### src/rtl/piezo_arbiter_pkg.sv
// Shared types for the piezo arbiter: FSM state encoding, source codes on the src port,
// and helpers used to size timing parameters.
package piezo_arbiter_pkg;

    typedef enum logic [2:0] {
        ENGINE   = 3'd0,
        CHIRP    = 3'd1,
        WARN_ON  = 3'd2,
        WARN_OFF = 3'd3,
        GAP      = 3'd4
    } state_t;

    typedef enum logic [1:0] {
        SRC_ENGINE = 2'd0,
        SRC_CHIRP  = 2'd1,
        SRC_WARN   = 2'd2,
        SRC_GAP    = 2'd3
    } src_t;

    function automatic int ms_to_cyc(input int ms, input int clk_hz);
        return (ms * clk_hz) / 1000;
    endfunction

    function automatic int max3(input int a, input int b, input int c);
        int m;
        m = (a > b) ? a : b;
        return (m > c) ? m : c;
    endfunction

    // Both warning phases report as the warning source.
    function automatic src_t src_of(input state_t st);
        case (st)
            ENGINE:   return SRC_ENGINE;
            CHIRP:    return SRC_CHIRP;
            WARN_ON:  return SRC_WARN;
            WARN_OFF: return SRC_WARN;
            GAP:      return SRC_GAP;
            default:  return SRC_ENGINE;
        endcase
    endfunction

endpackage

### src/rtl/piezo_arbiter_if.sv
// Sound-source inputs and piezo/status outputs of the arbiter, grouped as one bundle.
interface piezo_arbiter_if;

    logic       engine_in;
    logic       engine_en;
    logic [2:0] gear;
    logic       redline;
    logic       piezo;
    logic [1:0] src;
    logic       busy;

    modport master (
        output engine_in,
        output engine_en,
        output gear,
        output redline,
        input  piezo,
        input  src,
        input  busy
    );

    modport slave (
        input  engine_in,
        input  engine_en,
        input  gear,
        input  redline,
        output piezo,
        output src,
        output busy
    );

endinterface

### src/rtl/piezo_arbiter_tone_gen.sv
// Square-wave generator with a programmable half period; tone is the level for the
// coming cycle so the caller can register it on the same edge as its state change.
module piezo_arbiter_tone_gen #(
    parameter int W = 11
) (
    input  logic         clk,
    input  logic         rst,
    input  logic         clr,
    input  logic [W-1:0] half,
    output logic         tone
);

    logic [W-1:0] cnt;
    logic         lvl;
    logic         wrap;

    assign wrap = (cnt == half - W'(1));

    // A clear restarts the wave on a high level so every beep begins identically.
    always_comb begin
        tone = lvl;
        if (clr) begin
            tone = 1'b1;
        end else if (wrap) begin
            tone = ~lvl;
        end
    end

    always_ff @(posedge clk or negedge rst) begin
        if (!rst) begin
            cnt <= '0;
            lvl <= 1'b0;
        end else if (clr) begin
            cnt <= '0;
            lvl <= 1'b1;
        end else if (wrap) begin
            cnt <= '0;
            lvl <= ~lvl;
        end else begin
            cnt <= cnt + W'(1);
        end
    end

endmodule

### src/rtl/piezo_arbiter.sv
// Arbitrates the single piezo between engine tone, gear-shift chirp and pulsed redline
// warning, inserting silent gaps so the driver never hears a glitched transition.
module piezo_arbiter
    import piezo_arbiter_pkg::*;
#(
    parameter int CLK_FREQ_HZ = 10_000,
    parameter int CHIRP_HALF  = 10,
    parameter int WARN_HALF   = 4,
    parameter int CHIRP_CYC   = ms_to_cyc(80, CLK_FREQ_HZ),
    parameter int WARN_CYC    = ms_to_cyc(100, CLK_FREQ_HZ),
    parameter int GAP_CYC     = ms_to_cyc(20, CLK_FREQ_HZ)
) (
    input  logic            clk,
    input  logic            rst,
    piezo_arbiter_if.slave  bus
);

    localparam int CNT_W = $clog2(max3(CHIRP_CYC, WARN_CYC, GAP_CYC)) + 1;

    localparam logic [CNT_W-1:0] CHIRP_LAST = CNT_W'(CHIRP_CYC - 1);
    localparam logic [CNT_W-1:0] WARN_LAST  = CNT_W'(WARN_CYC - 1);
    localparam logic [CNT_W-1:0] GAP_LAST   = CNT_W'(GAP_CYC - 1);

    state_t           state;
    state_t           next_state;
    logic [CNT_W-1:0] dur_cnt;
    logic [CNT_W-1:0] dur_next;
    logic             pending;
    logic             next_pending;
    logic             restart;
    logic [2:0]       gear_q;
    logic             primed;
    logic             gear_change;
    logic             tone_clr;
    logic [CNT_W-1:0] tone_half;
    logic             tone;
    logic             piezo_next;
    logic             piezo_q;
    src_t             src_q;
    logic             busy_q;

    // The first cycle out of reset only captures the gear, so a stale gear_q never chirps.
    assign gear_change = primed && (bus.gear != gear_q);

    always_ff @(posedge clk or negedge rst) begin
        if (!rst) begin
            state <= ENGINE;
        end else begin
            state <= next_state;
        end
    end

    always_comb begin
        next_state   = state;
        next_pending = pending;
        restart      = 1'b0;
        case (state)
            ENGINE: begin
                if (bus.redline) begin
                    next_state = WARN_ON;
                    if (gear_change) next_pending = 1'b1;
                end else if (gear_change) begin
                    next_state = CHIRP;
                end
            end
            CHIRP: begin
                if (bus.redline) begin
                    next_state   = WARN_ON;
                    next_pending = 1'b0;
                end else if (gear_change) begin
                    restart = 1'b1;
                end else if (dur_cnt == CHIRP_LAST) begin
                    next_state = GAP;
                end
            end
            WARN_ON, WARN_OFF: begin
                if (gear_change) next_pending = 1'b1;
                // A phase always runs to completion; redline is only consulted at its end.
                if (dur_cnt == WARN_LAST) begin
                    if (bus.redline) begin
                        next_state = (state == WARN_ON) ? WARN_OFF : WARN_ON;
                    end else if (pending || gear_change) begin
                        next_state   = CHIRP;
                        next_pending = 1'b0;
                    end else begin
                        next_state = GAP;
                    end
                end
            end
            GAP: begin
                if (bus.redline) begin
                    next_state = WARN_ON;
                    if (gear_change) next_pending = 1'b1;
                end else if (gear_change || pending) begin
                    next_state   = CHIRP;
                    next_pending = 1'b0;
                end else if (dur_cnt == GAP_LAST) begin
                    next_state = ENGINE;
                end
            end
            default: begin
                next_state   = ENGINE;
                next_pending = 1'b0;
            end
        endcase
    end

    always_comb begin
        dur_next = '0;
        if ((next_state == state) && !restart && (state != ENGINE)) begin
            dur_next = dur_cnt + CNT_W'(1);
        end
    end

    assign tone_clr  = (next_state != state);
    assign tone_half = (next_state == CHIRP) ? CNT_W'(CHIRP_HALF) : CNT_W'(WARN_HALF);

    piezo_arbiter_tone_gen #(
        .W (CNT_W)
    ) u_tone_gen (
        .clk  (clk),
        .rst  (rst),
        .clr  (tone_clr),
        .half (tone_half),
        .tone (tone)
    );

    always_comb begin
        piezo_next = 1'b0;
        case (next_state)
            ENGINE:  piezo_next = bus.engine_in & bus.engine_en;
            CHIRP:   piezo_next = tone;
            WARN_ON: piezo_next = tone;
            default: piezo_next = 1'b0;
        endcase
    end

    // Outputs are registered from next-state values so they move on the same edge as state.
    always_ff @(posedge clk or negedge rst) begin
        if (!rst) begin
            dur_cnt <= '0;
            pending <= 1'b0;
            gear_q  <= '0;
            primed  <= 1'b0;
            piezo_q <= 1'b0;
            src_q   <= SRC_ENGINE;
            busy_q  <= 1'b0;
        end else begin
            dur_cnt <= dur_next;
            pending <= next_pending;
            gear_q  <= bus.gear;
            primed  <= 1'b1;
            piezo_q <= piezo_next;
            src_q   <= src_of(next_state);
            busy_q  <= (next_state != ENGINE);
        end
    end

    assign bus.piezo = piezo_q;
    assign bus.src   = src_q;
    assign bus.busy  = busy_q;

endmodule
### src/flat_wrapper.sv
// flat-port wrapper written by rule: the top's interface ports become plain ports
module piezo_arbiter_flat import piezo_arbiter_pkg::*;
#(
    parameter int CLK_FREQ_HZ = 10_000,
    parameter int CHIRP_HALF  = 10,
    parameter int WARN_HALF   = 4,
    parameter int CHIRP_CYC   = ms_to_cyc(80, CLK_FREQ_HZ),
    parameter int WARN_CYC    = ms_to_cyc(100, CLK_FREQ_HZ),
    parameter int GAP_CYC     = ms_to_cyc(20, CLK_FREQ_HZ)
)
  (clk, rst, bus_engine_in, bus_engine_en, bus_gear, bus_redline, bus_piezo, bus_src, bus_busy);
  piezo_arbiter_if bus_i ();
  input  logic clk;
  input  logic rst;
  input wire logic [$bits(bus_i.engine_in)-1:0] bus_engine_in;
  input wire logic [$bits(bus_i.engine_en)-1:0] bus_engine_en;
  input wire logic [$bits(bus_i.gear)-1:0] bus_gear;
  input wire logic [$bits(bus_i.redline)-1:0] bus_redline;
  output wire logic [$bits(bus_i.piezo)-1:0] bus_piezo;
  output wire logic [$bits(bus_i.src)-1:0] bus_src;
  output wire logic [$bits(bus_i.busy)-1:0] bus_busy;
  assign bus_i.engine_in = bus_engine_in;
  assign bus_i.engine_en = bus_engine_en;
  assign bus_i.gear = bus_gear;
  assign bus_i.redline = bus_redline;
  assign bus_piezo = bus_i.piezo;
  assign bus_src = bus_i.src;
  assign bus_busy = bus_i.busy;
  piezo_arbiter #(.CLK_FREQ_HZ(CLK_FREQ_HZ), .CHIRP_HALF(CHIRP_HALF), .WARN_HALF(WARN_HALF), .CHIRP_CYC(CHIRP_CYC), .WARN_CYC(WARN_CYC), .GAP_CYC(GAP_CYC)) u_core (.clk(clk), .rst(rst), .bus(bus_i));
endmodule
### config.mk
export PLATFORM = sky130hd
export DESIGN_NAME = piezo_arbiter_flat
export DESIGN_NICKNAME = d
export VERILOG_FILES = /design/src/rtl/piezo_arbiter_pkg.sv /design/src/rtl/piezo_arbiter_if.sv /design/src/rtl/piezo_arbiter_tone_gen.sv /design/src/rtl/piezo_arbiter.sv /design/src/flat_wrapper.sv
export SDC_FILE = /design/constraint.sdc
export NUM_CORES = 1
export LEC_CHECK = 0
export BUFFER_PORTS_ARGS = -buffer_cell sky130_fd_sc_hd__buf_2
export CAP_MARGIN = 20
export CORE_AREA = 2 2 82 100
export CTS_BUF_LIST = sky130_fd_sc_hd__clkbuf_2 sky130_fd_sc_hd__clkbuf_4 sky130_fd_sc_hd__clkbuf_8
export DETAILED_ROUTE_END_ITERATION = 7
export DIE_AREA = 0 0 84 102
export MAX_ROUTING_LAYER = met4
export PLACE_DENSITY = 0.43
export SLEW_MARGIN = 20
export SYNTH_ARGS = -nofsm -noshare
export SYNTH_HDL_FRONTEND = slang
export SYNTH_HIERARCHICAL = 1
export SYNTH_SLANG_ARGS = --single-unit
### constraint.sdc
create_clock -name clk -period 5.5 [get_ports clk]
set_clock_uncertainty 0.15 [all_clocks]
set_input_delay 0.55 -clock clk [delete_from_list [all_inputs] [get_ports clk]]
set_output_delay 0.55 -clock clk [all_outputs]
set_load 0.02 [all_outputs]
==> impl_metrics.env <==
export IMPL_setup_viol=0
export IMPL_critPathCapture="u_core/bus.piezo$_DFF_PN0_"
export IMPL_reg2reg_depth=14
export IMPL_antenna_found_initial=0
export IMPL_avgSynthCellArea_um2=9.870
export IMPL_synthArstFlopShare_pct=100.0
export IMPL_crit_start="u_core/dur_cnt[0]$_DFF_PN0_"
export IMPL_p_clk_share_pct=27.4
export IMPL_total_power_mw=0.7021
export IMPL_maxCapViolations=0
export IMPL_p_sw_share_pct=33.02
export IMPL_synth_mux_area_share_pct=1.358
export IMPL_wl_mm=4.353
export IMPL_clkTransAtPathRegs_ps=70
export IMPL_dp_hpwl_mm=3.182
export IMPL_met3_length_um=118
export IMPL_rsz0062_at_grt="false"
export IMPL_grt_pass1_vias=1629
export IMPL_start_util_pct=29.18
export IMPL_grt_pass1_wl_mm=7.527
export IMPL_cts_sinks=35
export IMPL_cts_htree_levels=2
export IMPL_cts_resized=0
export IMPL_synthFlopType="dfrtp_1"
export IMPL_fin_cells=355
export IMPL_rows=35
export IMPL_switching_power_mw=0.2319
export IMPL_dr_max_layer_used="met4"
export IMPL_grt_max_degree=36
export IMPL_core_um2=7576
export IMPL_ir_drop_v=0.00009960
export IMPL_synth_edf_count=0
export IMPL_setup_tns_final_ps=0
export IMPL_postLayoutCoreUtil_pct=33.53
export IMPL_seqPwrFrac_pct=50.0
export IMPL_tightest_slew_ps=811.1
export IMPL_reg2reg_to="u_core/bus.piezo$_DFF_PN0_"
export IMPL_die_area_um2=8568
export IMPL_via_count=1625
export IMPL_cts_made_buffers=5
export IMPL_cp_start_kind="flip-flop"
export IMPL_finalMaxSlewViolations=0
export IMPL_dp_cells=348
export IMPL_detail_route_antenna_nets=0
export IMPL_maxSlewHeadroom_pct=45.93
export IMPL_hold_class="in -> async"
export IMPL_p_int_mw=0.4703
export IMPL_end_kind="flip-flop"
export IMPL_worstPathMaxFanout=11
export IMPL_layout_drive_gt1_share_pct=16.73
export IMPL_wl_met2_mm=2.215
export IMPL_synth_compound_area_share_pct=9.168
export IMPL_ys_warn_count=6
export IMPL_ys_ff_latch=35
export IMPL_io_buffers=11
export IMPL_status="complete, no violations"
export IMPL_postCtsSetupRepairBufs=0
export IMPL_clockBufferDepth=2
export IMPL_drt_iter0_drc=67
export IMPL_dieWidth_um=84
export IMPL_crit_arrival_ps=4340
export IMPL_clk_latency_ps=280
export IMPL_fin_crit_sh_pct=78.45
export IMPL_fmax_mhz=231.8
export IMPL_power_density_nw_per_um2=276.4
export IMPL_ys_types=57
export IMPL_synth_area_leaders="dfrtp_1 40%, xor2_1 8.3%, xnor2_1 4.8%"
export IMPL_r2r_slack_ps=1190
export IMPL_ctsHoldBuffers=0
export IMPL_syn_to_final_growth_pct=14.88
export IMPL_synthSimpleGateAreaFrac_pct=29.88
export IMPL_tritoncts="built"
export IMPL_yosys_area_share_adder_pct=1.698
export IMPL_fillCellCount=760
export IMPL_place_ws_ps=1180
export IMPL_gp_congestion=0.8222
export IMPL_combinationalPowerShare_pct=22.5
export IMPL_clock_tree_root_cell="clkbuf_8"
export IMPL_crit_required_ps=5520
export IMPL_die_h_um=102
export IMPL_criticalPathCategory="reg -> reg"
export IMPL_synth_area_leader_cell="dfrtp_1"
export IMPL_antenna_cells=0
export IMPL_avgRoutedWirePerCell_um=12.26
export IMPL_final_nets=274
export IMPL_synth_area_um2=2211
export IMPL_synth_top_area_share_pct=39.62
export IMPL_yosysSeqAreaShare_pct=39.62
export IMPL_synth_top_family_by_area="simple AND/OR/NAND/NOR gates"
export IMPL_syn_inst=224
export IMPL_worst_slack_ps=1185
export IMPL_avgViaCountPerCell=4.577
export IMPL_hold_violations=0
export IMPL_grt_use_total_pct=11.23
export IMPL_ys_top_cells_by_count="35 x dfrtp_1, 27 x nor2_1, 21 x xor2_1"
export IMPL_synth_most_common_cell="dfrtp_1"
export IMPL_first_pass_iters=4
export IMPL_io_pins=12
export IMPL_route_detailed_drc=0
export IMPL_leakage_nw=1.087
export IMPL_min_period_ps=4315
export IMPL_grt_overflow_total=0
export IMPL_rr_startpoint="u_core/dur_cnt[0]$_DFF_PN0_"
export IMPL_wl_met1_mm=1.958
export IMPL_synth_xor_area_share_pct=14.32
-- cell type report --
class | instances | area [um2] | area share (%)
multi-input cells | 197 | 1349 | 53.10
well taps | 92 | 115.1 | 4.532
repair buffers | 12 | 62.56 | 2.463
clock inverters | 1 | 5.005 | 0.1970
inverters | 12 | 50.05 | 1.970
flip-flops and latches | 35 | 875.8 | 34.48
clock buffers | 6 | 82.58 | 3.251
-- sequential cells by signal, indices dropped and copies added, names as in the netlist --
signal and cells:
u_core/dur_cnt 11, u_core/u_tone_gen/cnt 11, u_core/gear_q 3, u_core/state 3, u_core/bus.src 2, u_core/bus.busy 1
u_core/bus.piezo 1, u_core/pending 1, u_core/primed 1, u_core/u_tone_gen/lvl 1
-- worst min-delay path by stage --
stage,to,slack [ps],depth (start not counted)
floorplan,u_core/bus.busy$_DFF_PN0_,100,0
global route,u_core/gear_q[1]$_DFF_PN0_,230,1
CTS,u_core/gear_q[2]$_DFF_PN0_,230,1
global placement,u_core/dur_cnt[0]$_DFF_PN0_,340,1
finish,u_core/gear_q[0]$_DFF_PN0_,200,1
detailed placement,u_core/dur_cnt[0]$_DFF_PN0_,340,1
-- routing by layer --
| metal | track usage (%) | up-vias |
|---|---|---|
| li1 | - | 836 |
| met1 | 12.68 | 762 |
| met2 | 19.63 | 22 |
| met3 | 2.423 | 5 |
| met4 | 4.218 | 0 |
| met5 | - | - |
-- logic make-up (layout without fill, tap and decap cells) --
| group | after synthesis | in the layout |
|---|---|---|
| and+or+nand+nor | 104 | 104 |
| buffers and inverters | 17 | 31 |
| AOI/OAI and AO/OA | 26 | 26 |
| xor gates and xnor gates | 34 | 34 |
| other | 2 | 27 |
| DFF | 35 | 35 |
| adders and majority gates | 3 | 3 |
| muxes | 3 | 3 |
-- power by group through the flow --
stage | registers (mW) | clock network [mW] | logic, mW
final | 0.351 | 0.193 | 0.158
after global routing | 0.360 | 0.214 | 0.184
after CTS | 0.352 | 0.206 | 0.161
after detailed placement | 0.357 | 0 | 0.161
after global placement | 0.357 | 0 | 0.160
after floorplan | 0.340 | 0 | 0.136
-- cells in the final DEF, fill, tap and decap left out, types with 4 or more instances in the layout --
cell type and n:
conb_1 27, buf_2 11, nor3_1 9, nand2_1 9
nor3_2 8, nand3_1 16, xnor2_1 12, o31ai_1 4
dfrtp_1 35, xor2_1 21, nor2_1 27, nand2b_1 4
inv_1 11, clkbuf_8 6
-- critical path, stage by stage, from the launching register on --
cell and delay [ps]:
dfrtp_1 410, ha_1 310, nand4bb_4 160, nor4_4 400
or4b_4 530, nand3_4 180, inv_1 140, nor4_2 440
and3_1 220, o21ai_0 70, a221o_1 350, o31ai_1 240
nand3_1 140, and2_1 160, a221o_1 310
-- stage by stage --
step                area [um2]  hold WS, ps
finish                    2540        204.9
global route              2540        230.2
CTS                       2540        228.2
detailed placement        2452        343.2
global placement          2452        343.5
floorplan                 2305        104.4
Power figures use the tool's default switching activity.
